`src/rtl/key_schedule_sequencer.sv`:
```
// rtl/key_schedule_sequencer.sv - round-key sequencer wrapped around the key_schedule round function

// key_schedule - combinational round function: round 1 applies fi only, later rounds add a round constant
module key_schedule (
  input  logic [127:0] data_in,
  input  logic [3:0]   round_counter,
  output logic [127:0] data_out
);

  logic [127:0] rot8;
  logic [127:0] rot1;
  logic [127:0] rot2;
  logic [127:0] fi;
  logic [127:0] rconst;

  assign rot8   = {data_in[119:0], data_in[127:120]};
  assign rot1   = {data_in[126:0], data_in[127]};
  assign rot2   = {data_in[125:0], data_in[127:126]};
  // byte-wise diffusion plus a chi-style nonlinear term
  assign fi     = rot8 ^ (rot1 & ~rot2);
  assign rconst = {16{4'h0, round_counter}};

  // round 1 takes the raw fi path, all other rounds mix in the round constant
  always_comb begin
    data_out = fi;
    if (round_counter != 4'd1) begin
      data_out = fi ^ rconst;
    end
  end

endmodule

// key_schedule_sequencer - iterates key_schedule over rounds 1..NUM_KEYS and streams each state out
module key_schedule_sequencer #(
  parameter int NUM_KEYS = 13
) (
  input  logic         clk,
  input  logic         rst_n,
  input  logic [127:0] key_in,
  input  logic         key_valid,
  output logic         key_ready,
  input  logic         flush,
  output logic [127:0] data_out,
  output logic [3:0]   round_out,
  output logic         data_valid,
  input  logic         data_ready,
  output logic         last,
  output logic         busy
);

  localparam logic [3:0] LAST_RC = 4'(NUM_KEYS);

  typedef enum logic [1:0] {
    IDLE = 2'd0,
    CALC = 2'd1,
    HOLD = 2'd2
  } state_t;

  state_t       state;
  logic [127:0] key_st;
  logic [3:0]   rc;
  logic [127:0] ks_out;

  key_schedule u_key_schedule (
    .data_in       (key_st),
    .round_counter (rc),
    .data_out      (ks_out)
  );

  assign key_ready = (state == IDLE);
  assign busy      = (state != IDLE);
  assign last      = data_valid && (round_out == LAST_RC);

  // sequencer FSM: load key, compute one round per CALC, hold each result until consumed
  always_ff @(posedge clk or negedge rst_n) begin
    if (!rst_n) begin
      state      <= IDLE;
      key_st     <= '0;
      rc         <= '0;
      data_out   <= '0;
      round_out  <= '0;
      data_valid <= 1'b0;
    end else if (flush) begin
      // abort wins over everything; key_st is left as-is
      state      <= IDLE;
      rc         <= '0;
      data_valid <= 1'b0;
    end else begin
      case (state)
        IDLE: begin
          if (key_valid) begin
            key_st <= key_in;
            rc     <= 4'd1;
            state  <= CALC;
          end
        end
        CALC: begin
          key_st     <= ks_out;
          data_out   <= ks_out;
          round_out  <= rc;
          data_valid <= 1'b1;
          state      <= HOLD;
        end
        HOLD: begin
          if (data_ready) begin
            data_valid <= 1'b0;
            if (rc == LAST_RC) begin
              state <= IDLE;
            end else begin
              rc    <= rc + 4'd1;
              state <= CALC;
            end
          end
        end
        default: begin
          state      <= IDLE;
          data_valid <= 1'b0;
        end
      endcase
    end
  end

endmodule
```
`config.mk`:
```
export PLATFORM = sky130hd
export DESIGN_NAME = key_schedule_sequencer
export DESIGN_NICKNAME = d
export VERILOG_FILES = /design/src/rtl/key_schedule_sequencer.sv
export SDC_FILE = /design/constraint.sdc
export NUM_CORES = 1
export LEC_CHECK = 0
export ABC_CLOCK_PERIOD_IN_PS = 2300
export BUFFER_PORTS_ARGS = -buffer_cell sky130_fd_sc_hd__buf_2
export CORE_MARGIN = 3
export CORE_UTILIZATION = 55
export DETAILED_ROUTE_END_ITERATION = 12
export GPL_ROUTABILITY_DRIVEN = 0
export PLACE_DENSITY = 0.86
export SYNTH_ARGS = -nofsm -noshare
export SYNTH_HDL_FRONTEND = slang
export SYNTH_SLANG_ARGS = --single-unit
```
`constraint.sdc`:
```
create_clock -name clk -period 2.3 [get_ports clk]
set_input_delay 0.345 -clock clk [delete_from_list [all_inputs] [get_ports clk]]
set_output_delay 0.345 -clock clk [all_outputs]
set_load 0.05 [all_outputs]
```
==> impl_metrics.toml, run 1 <==
[outcome]
outcome = "finished clean"

[cts]
cts.htree.levels = 1
ctsRootBufferMaster = "clkbuf_16"
insertion_delay_ps = 540
cts_tree = "yes"
clock_path_buffers = 3
numCtsBuffers = 28
clk_pin_slew_worst_paths_ps = 60
ctsResizeCount = 0
cts.sinks = 267

[layout]
stdcell_count = 1968
mostFrequentLayoutCell = "nand2_1"
area_growth_pct = 19.4
multi_input_area_mm2 = 0.00603
fin_util = 0.680
seq_area_mm2 = 0.00669
fillers = 1738
nNetsFinal = 1769
final_layout_size_suffix_gt1_frac = 0.211
final_cell_mix = "345 x nand2_1, 267 x buf_2, 266 x dfrtp_1, 160 x xnor2_1, 116 x o21ai_0"

[floorplanning]
die_area_mm2 = 0.0258
die_x_um = 161
die_y_um = 161
core-area_mm2 = 0.0231
ioPinCount = 269
core.rowCount = 55
start_util = 0.570

[setup_path]
worstSetupPathType = "reg -> reg"
crit_buf_inv = 1
end_kind = "flip-flop"
cp_data_arrival_time_ps = 2420
crit_chain = "nor2_2 -> o21a_2 -> buf_4 -> o22ai_1 -> a21oi_1"
worstPathRequired_ps = 2740
crit_family = "compound AO/OA/AOI/OAI gates"
critical_path.max_stage_delay_ps = 500
critical-path-slowest-cell = "dfrtp_1"
crit_fanout = 21
critPathLaunchType = "flip-flop"

[drt]
ant_nets = 0
drc = 0
via_per_inst = 5.55
routed-via-count = 10916
detail_route.wl_per_cell_um = 18.1
drt-initial-drc-count = 798
drt_pass1_iterations = 5
wirelength_um = 35600

[sta]
skew_ps = 8.90
relSlewSlack = 0.563
setup_viol = 0
timing.fmax_mhz = 506
tightest_slew_ps = 655
tns_ps = 0
slew_viol_final = 0
rsz0062_at_grt = "no"
post-route-min-period_ps = 1980
period_share = 0.859
hold_viol = 0

[yosys]
synth_top_area_frac = 0.508
syn-cell-area_mm2 = 0.0131
ys_ff_latch = 267
yosys-top-cells-area = "dfrtp_1 51%, xnor2_1 11%, nand2_1 9.9%"
synth-main-ff-cell = "dfrtp_1"
ys_async_sr_fraction = 1.00
yosysSeqAreaShare = 0.508
synth_edf_count = 0
ys_types = 40
netlist_instances = 1400
synth_warnings = 0
synth_fp_nets = 1535
synth_area_leader_cell = "dfrtp_1"
synth_area_per_cell_um2 = 9.39

[global_routing]
grt_pass1_vias = 11121
grt-ovfl-total = 0
antenna_found_initial = 4
grt_max_degree = 159
track_usage = 0.271
grt_pass1_wl_um = 57300

[place]
dp.cells = 1916
numPortBuffers = 268
hpwlAfterDp_um = 24500

[power]
p_per_area_mw_per_mm2 = 1350
p_leak_nw = 7.38
ir_worst_vdd_uv = 739
finalPower_mw = 21.2

[flow_run]
drv_cap = 0

[hold_path]
min_path_type = "in -> reg"
[worst paths after layout]
path | from | to | slack, ps | depth (start not counted)
worst max-delay path | state[1]$_DFFE_PN0P_ | key_st[48]$_DFFE_PN0P_ | 320 | 5
worst max register to register | state[1]$_DFFE_PN0P_ | key_st[48]$_DFFE_PN0P_ | 320 | 5
worst min-delay path | key_in[0] | key_st[0]$_DFFE_PN0P_ | 80 | 3
max in group asynchronous | rst_n | key_st[47]$_DFFE_PN0P_ | 1200 | 3
worst min register to register | data_out[76]$_DFFE_PN0P_ | data_out[76]$_DFFE_PN0P_ | 470 | 2
min in group asynchronous | rst_n | data_out[116]$_DFFE_PN0P_ | 360 | 2
[stage by stage]
step / hold slack, ps / area, um^2 / setup WS, ps
finish: 75.5 / 15700 / 324
global route: 77.2 / 15700 / 208
CTS: 54.7 / 15700 / 324
detailed placement: 348 / 14800 / 310
global placement: 345 / 14800 / 440
floorplan: 49.4 / 13100 / 208
[per-layer routing]
| layer | part of all wire | global-route usage | vias up |
|---|---|---|---|
| met1 | 0.40 | 0.352 | 5245 |
| met3 | 0.081 | 0.0632 | 75 |
| li1 | - | - | 5148 |
| met5 | 0.00036 | 0 | - |
| met2 | 0.49 | 0.451 | 446 |
| met4 | 0.031 | 0.0943 | 2 |
[area by class of cell]
| cell class | instances | area share |
|---|---|---|
| antenna | 2 | 0.000319 |
| clock buffer | 41 | 0.0523 |
| clock inverter | 8 | 0.00455 |
| multi-input combinational | 1032 | 0.384 |
| timing repair buffer | 295 | 0.105 |
| sequential | 267 | 0.426 |
| inverter | 10 | 0.00239 |
| tap | 313 | 0.0250 |
[power breakdown]
part	switching (mW)	internal, mW	leakage [nW]
combinational	6.45	2.76	3.66
clock	1.84	2.57	0.440
sequential	1.33	6.25	3.28
total	9.62	11.6	7.38
[kinds of logic (layout without fill, tap and decap cells)]
logic type / count (synthesis) / in the layout / share of synthesized area
buf+inv: 101 / 354 / 0.0351
flops: 267 / 267 / 0.508
fa+ha+maj: 2 / 2 / 0.00190
compound gates: 339 / 339 / 0.153
other cells: 0 / 2 / 0
xor+xnor: 192 / 192 / 0.128
simple gates: 499 / 499 / 0.173
[worst min-delay path, delay by kind of cell]
kind,cells,cell delay (ps)
AO/OA/AOI/OAI,2,130
buffers and inverters,1,100
[cells in the mapped netlist (all sizes together), types with 10 or more instances]
master   instances
nor2b           73
a21oi           33
dfrtp          267
o21a            10
inv             10
buf             41
o2bb2ai         30
xnor2          160
clkbuf          50
nand2          348
nand2b          61
o22ai           88
o21ai          156
xor2            32
[flip-flops by register name (all words and copies together) (netlist names)]
name	cells
data_out	128
key_st	128
rc	4
round_out	4
state	2
data_valid	1
[what timing repair did]
item | 4_1_cts | 5_1_grt
setup buffers | 0 | 0
hold endpoints to repair | 66 | 0
hold buffers | 1 | 0
endpoints found under the setup margin | 0 | 0
Note: power is estimated with default switching activity, not from simulation.
==> inputs of run 2 (changes only) <==
--- a/config.mk
+++ b/config.mk
@@ -7,11 +7,15 @@
 export LEC_CHECK = 0
 export ABC_CLOCK_PERIOD_IN_PS = 2300
 export BUFFER_PORTS_ARGS = -buffer_cell sky130_fd_sc_hd__buf_2
+export CELL_PAD_IN_SITES_DETAIL_PLACEMENT = 1
+export CELL_PAD_IN_SITES_GLOBAL_PLACEMENT = 2
 export CORE_MARGIN = 3
-export CORE_UTILIZATION = 55
+export CORE_UTILIZATION = 38
 export DETAILED_ROUTE_END_ITERATION = 12
 export GPL_ROUTABILITY_DRIVEN = 0
+export HOLD_SLACK_MARGIN = 0.12
 export PLACE_DENSITY = 0.86
 export SYNTH_ARGS = -nofsm -noshare
 export SYNTH_HDL_FRONTEND = slang
+export SYNTH_HIERARCHICAL = 1
 export SYNTH_SLANG_ARGS = --single-unit
==> run 2 against run 1 <==
Against the previous run: final cell count fell by 6.0%; worst hold slack improved by 69 ps; clock skew rose by 3.9 ps; via count fell by 17%; final area rose by 9.3%; die area rose by 55%; clock power rose by 4%; combinational power rose by 37%; sequential cell count did not move; register-to-register slack got worse by 200 ps; critical path type unchanged; critical endpoint is now key_st[64]$_DFFE_PN0P_; highest routed layer unchanged.
==> impl_metrics.toml, run 2 <==
[outcome]
outcome = "finished clean"

[setup_path]
worstPathRequired_ps = 2740
cp_data_arrival_time_ps = 2620
worstSetupPathType = "reg -> reg"
crit_family = "compound AO/OA/AOI/OAI gates"
critPathLaunchType = "flip-flop"
crit_fanout = 16
cp_common_cell = "mux2_2"
crit_buf_inv = 0
crit_chain = "o31a_2 -> xnor3_1 -> mux2_2 -> mux2_2"
end_kind = "flip-flop"
critical_path.max_stage_delay_ps = 680
critical-path-slowest-cell = "o31a_2"

[sta]
tns_ps = 0
timing.fmax_mhz = 459
setup_viol = 0
skew_ps = 12.8
post-route-min-period_ps = 2180
relSlewSlack = 0.457
rsz0062_at_grt = "no"
period_share = 0.947
slew_viol_final = 0
fin_ws_ps = 121
hold_viol = 0
tightest_slew_ps = 814

[yosys]
synth_edf_count = 0
ys_async_sr_fraction = 1.00
syn-cell-area_mm2 = 0.0143
yosysMostFrequentCell = "mux2_2"
ys_ff_latch = 267
yosys-top-cells-area = "dfrtp_1 47%, mux2_2 24%, xnor2_1 9.8%"
synth-main-ff-cell = "dfrtp_1"
synth_top_area_frac = 0.466
synth_commonest_cells = "308 x mux2_2, 267 x dfrtp_1, 160 x xnor2_1"
netlist_instances = 1055
ys_types = 31
synth_warnings = 6
synth_fp_nets = 1190
yosysSeqAreaShare = 0.466
synth_area_leader_cell = "dfrtp_1"
synth_area_per_cell_um2 = 13.6

[global_routing]
grt_max_degree = 83
grt_pass1_wl_um = 61600
antenna_found_initial = 3
grt_pass1_vias = 10267
track_usage = 0.191
grt-ovfl-total = 0

[layout]
final_cell_mix = "308 x mux2_2, 267 x buf_2, 264 x dfrtp_1, 160 x xnor2_1, 84 x nand2b_1"
area_growth_pct = 19.6
final_layout_size_suffix_gt1_frac = 0.480
antenna_cells = 0
nNetsFinal = 1463
seq_area_mm2 = 0.00669
fillers = 3862
multi_input_area_mm2 = 0.00720
mostFrequentLayoutCell = "mux2_2"
reg_top3 = "data_out (128), key_st (128)"

[drt]
wirelength_um = 38500
routed-via-count = 9009
drc = 0
via_per_inst = 4.87
drt_pass1_iterations = 6
drt-initial-drc-count = 333
ant_nets = 0
detail_route.wl_per_cell_um = 20.8

[place]
hpwlAfterDp_um = 27400
numPortBuffers = 268
pre_cts_slack_ps = 110

[cts]
cts.htree.levels = 1
clock_path_buffers = 3
hold_buffers = 5
numCtsBuffers = 30
ctsRootBufferMaster = "clkbuf_16"
cts.sinks = 267
cts_setup_buffers = 0
ctsResizeCount = 0
cts_tree = "yes"
insertion_delay_ps = 560
clk_pin_slew_worst_paths_ps = 60

[flow_run]
drv_cap = 0

[floorplanning]
die_y_um = 200
die_area_mm2 = 0.0401
ioPinCount = 269
core.rowCount = 70
die_x_um = 200
core-area_mm2 = 0.0369
start_util = 0.389

[power]
p_per_area_mw_per_mm2 = 1510
p_leak_nw = 7.23
ir_worst_vdd_uv = 817

[hold_path]
min_path_type = "in -> reg"
[run 2: cell types whose count changed in the layout (fill, tap and decap cells not counted), sizes merged, moves of 8 or more]
cell     before  now
mux2          0  388
nand2       348    1
o21ai       156    1
o22ai        88    0
xor2         32    0
o2bb2ai      30    0
a21oi        33    4
nand2b       61   84
nor2b        73   53
xnor3         0   16
o21a         10    1
o221ai        8    0
[run 2: worst paths after layout]
kind / slack, ps / depth (start not counted) / from / to
max reg2reg: 120 / 4 / rc[1]$_DFFE_PN0P_ / key_st[64]$_DFFE_PN0P_
max: 120 / 4 / rc[1]$_DFFE_PN0P_ / key_st[64]$_DFFE_PN0P_
max in group asynchronous: 1140 / 3 / rst_n / data_out[10]$_DFFE_PN0P_
min reg2reg: 480 / 1 / data_out[68]$_DFFE_PN0P_ / data_out[68]$_DFFE_PN0P_
min in group asynchronous: 410 / 2 / rst_n / data_out[62]$_DFFE_PN0P_
min: 140 / 3 / key_in[60] / key_st[60]$_DFFE_PN0P_
[run 2: kinds of logic (layout without fill, tap and decap cells)]
group	after synthesis	count (layout)	share of synthesized area
mux	390	390	0.306
fa+ha+maj	2	2	0.00175
simple gates	153	153	0.0655
flops	267	267	0.466
xor+xnor	176	176	0.123
compound gates	11	11	0.00533
buf+inv	56	346	0.0317
[run 2: cell type report]
type | instances | share of cell area
sequential | 267 | 0.390
inverter | 3 | 0.000657
timing repair buffer | 294 | 0.0983
clock inverter | 2 | 0.000584
tap | 504 | 0.0368
multi-input combinational | 732 | 0.420
clock buffer | 47 | 0.0534
[run 2: power breakdown]
group	switching, mW	internal, mW
Sequential	1.96	6.82
Clock	1.92	2.69
Combinational	7.56	5.01
[run 2: per-layer routing]
layer / vias to the layer above / wire length [um] / track usage
li1: 4167 / - / -
met1: 4629 / 17000 / 0.252
met2: 162 / 19200 / 0.332
met3: 45 / 1540 / 0.0299
met4: 6 / 645 / 0.0392
met5: - / 41 / 0
[run 2: per-stage QoR]
step	hold WS [ps]	cell area, um^2	power [mW]	utilization	std cells
2_1_floorplan	49.4	14300	18.1	-	1055
3_3_place_gp	433	16200	21.1	0.438	1795
3_5_place_dp	428	16200	21.5	0.438	1795
4_1_cts	122	17100	26.3	0.465	1849
5_1_grt	135	17100	27.5	0.465	1849
6_report	145	17100	25.9	0.465	1849
[run 2: tightest hold or removal path: stages]
cell	delay [ps]
buf_2	80
mux2_2	120
mux2_2	130
==> inputs of run 3 (changes only) <==
--- a/config.mk
+++ b/config.mk
@@ -10,12 +10,11 @@
 export CELL_PAD_IN_SITES_DETAIL_PLACEMENT = 1
 export CELL_PAD_IN_SITES_GLOBAL_PLACEMENT = 2
 export CORE_MARGIN = 3
-export CORE_UTILIZATION = 38
+export CORE_UTILIZATION = 34
 export DETAILED_ROUTE_END_ITERATION = 12
 export GPL_ROUTABILITY_DRIVEN = 0
 export HOLD_SLACK_MARGIN = 0.12
-export PLACE_DENSITY = 0.86
+export PLACE_DENSITY = 0.87
 export SYNTH_ARGS = -nofsm -noshare
 export SYNTH_HDL_FRONTEND = slang
-export SYNTH_HIERARCHICAL = 1
 export SYNTH_SLANG_ARGS = --single-unit
==> run 3 against run 2 <==
Against the previous run: critical endpoint is now data_out[8]$_DFFE_PN0P_; clock power up 21%; sequential cell count unchanged; final area down 2.4%; first-iteration DRC count up 44%; combinational power down 25%; clock skew about the same; via count up 22%; global-route usage up 2.2 points; utilization down 2.3 points; largest cell class is now flip-flops and latches; sequential share of layout area up 0.96 points.
==> impl_metrics.toml, run 3 (synthesis results as in run 1) <==
[outcome]
outcome = "finished clean"

[sta]
relSlewSlack = 0.590
hold_viol = 0
post-route-min-period_ps = 1980
setup_viol = 0
fin_ws_ps = 324
rsz0062_at_grt = "no"
slew_viol_final = 0
tightest_slew_ps = 614
period_share = 0.859
tns_ps = 0
timing.fmax_mhz = 506
skew_ps = 13.1

[setup_path]
reg2reg_to = "data_out[8]$_DFFE_PN0P_"
critical-path-slowest-cell = "dfrtp_1"
critical_path.max_stage_delay_ps = 480
crit_fanout = 16
worstSetupPathType = "reg -> reg"
cp_data_arrival_time_ps = 2340
r2r_cells = 6
r2r_start = "rc[1]$_DFFE_PN0P_"
critPathLaunchType = "flip-flop"
crit_family = "simple AND/OR/NAND/NOR gates"
crit_buf_inv = 1
end_kind = "flip-flop"
ff2ff_setup_slack_ps = 320
crit_chain = "inv_1 -> ha_1 -> or3b_4 -> nand2_8 -> xnor2_1 -> o21ai_0"
worstPathRequired_ps = 2660

[cts]
clock_path_buffers = 3
ctsRootBufferMaster = "clkbuf_16"
cts_tree = "yes"
cts.htree.levels = 2
cts.sinks = 267
clk_pin_slew_worst_paths_ps = 60
insertion_delay_ps = 510
numCtsBuffers = 34

[layout]
area_growth_pct = 27.3
seq_area_mm2 = 0.00669
mostFrequentLayoutCell = "nand2_1"
multi_input_area_mm2 = 0.00603
fin_area_mm2 = 0.0167
fillers = 4444
final_cell_mix = "345 x nand2_1, 267 x buf_2, 264 x dfrtp_1, 160 x xnor2_1, 116 x o21ai_0"
reg_top3 = "data_out (128), key_st (128)"
nNetsFinal = 1817
final_layout_size_suffix_gt1_frac = 0.217

[floorplanning]
ioPinCount = 269
die_area_mm2 = 0.0410
start_util = 0.347
core-area_mm2 = 0.0378
die_x_um = 203
die_y_um = 203
core.rowCount = 71

[drt]
drt-initial-drc-count = 478
drt_pass1_iterations = 4
ant_nets = 0
routed-via-count = 10979
detail_route.wl_per_cell_um = 19.5
drc = 0
via_per_inst = 4.95
wirelength_um = 43300

[hold_path]
min_path_type = "in -> reg"
hold_path_depth = 3
min-delay-start = "key_in[30]"
holdPathEnd = "key_st[30]$_DFFE_PN0P_"

[power]
ir_worst_vdd_uv = 629
p_per_area_mw_per_mm2 = 1350
finalPower_mw = 22.6
p_leak_nw = 7.74

[global_routing]
grt_pass1_vias = 12132
track_usage = 0.213
grt_pass1_wl_um = 69600
antenna_found_initial = 1
grt_max_degree = 71
grt-ovfl-total = 0

[place]
placed_area_mm2 = 0.0152
hpwlAfterDp_um = 30200
pre_cts_slack_ps = 329
numPortBuffers = 268

[flow_run]
drv_cap = 0
## run 3: changes by cell type in the layout (fill, tap and decap cells not counted), moves of 30 or more
cell           previous run  this run
nand2_1                   1       345
mux2_2                  308         0
o21ai_0                   1       116
o22ai_1                   0        88
mux2_1                   80         0
o21ai_1                   0        39
dlygate4sd3_1             5        37
xor2_1                    0        32
o2bb2ai_1                 0        30
## run 3: area by class of cell
type / count / share of cell area
timing repair buffer: 337 / 0.128
clock inverter: 12 / 0.00808
antenna: 1 / 0.000150
multi-input combinational: 1032 / 0.361
tap: 511 / 0.0382
inverter: 10 / 0.00224
clock buffer: 50 / 0.0624
sequential: 267 / 0.400
## run 3: worst min-delay path, delay by kind of cell
kind | cells | cell delay, ps
buffers and inverters | 1 | 80
AO/OA/AOI/OAI | 2 | 190
## run 3: layer usage
layer  share of wire  up-vias  global-route usage
li1                -     5234                   -
met4           0.018        0              0.0483
met3           0.048       48              0.0402
met2            0.49      225               0.364
met1            0.44     5472               0.282
met5               0        -                   0
## run 3: repair_timing
item	CTS	global route
hold buffers	37	0
endpoints found under the hold margin	86	0
setup buffers	0	0
resized for setup	0	0
## run 3: per-stage QoR
stage                     utilization  hold slack (ps)  cells
after detailed placement        0.401              350   2120
after floorplan                     -             49.4   1400
after global placement          0.401              339   2120
after CTS                       0.442              121   2219
final                           0.442              141   2220
after global routing            0.442              140   2219
## run 3: report_power, final
| group | total, mW | switching (mW) | leakage (nW) | internal, mW |
|---|---|---|---|---|
| sequential | 7.61 | 1.36 | 3.28 | 6.25 |
| combinational | 9.42 | 6.59 | 3.88 | 2.83 |
| clock | 5.56 | 2.07 | 0.591 | 3.48 |
| total | 22.6 | 10.0 | 7.74 | 12.6 |
## run 3: how the worst max path moves through the flow
stage	cells after the start	slack, ps	to	start
6_report	6	320	data_out[8]$_DFFE_PN0P_	rc[1]$_DFFE_PN0P_
3_3_place_gp	5	460	key_st[64]$_DFFE_PN0P_	rc[0]$_DFFE_PN0P_
4_1_cts	5	300	data_out[8]$_DFFE_PN0P_	rc[0]$_DFFE_PN0P_
5_1_grt	5	220	key_st[24]$_DFFE_PN0P_	rc[0]$_DFFE_PN0P_
2_1_floorplan	5	210	busy	state[0]$_DFFE_PN0P_
3_5_place_dp	5	330	data_out[8]$_DFFE_PN0P_	rc[0]$_DFFE_PN0P_
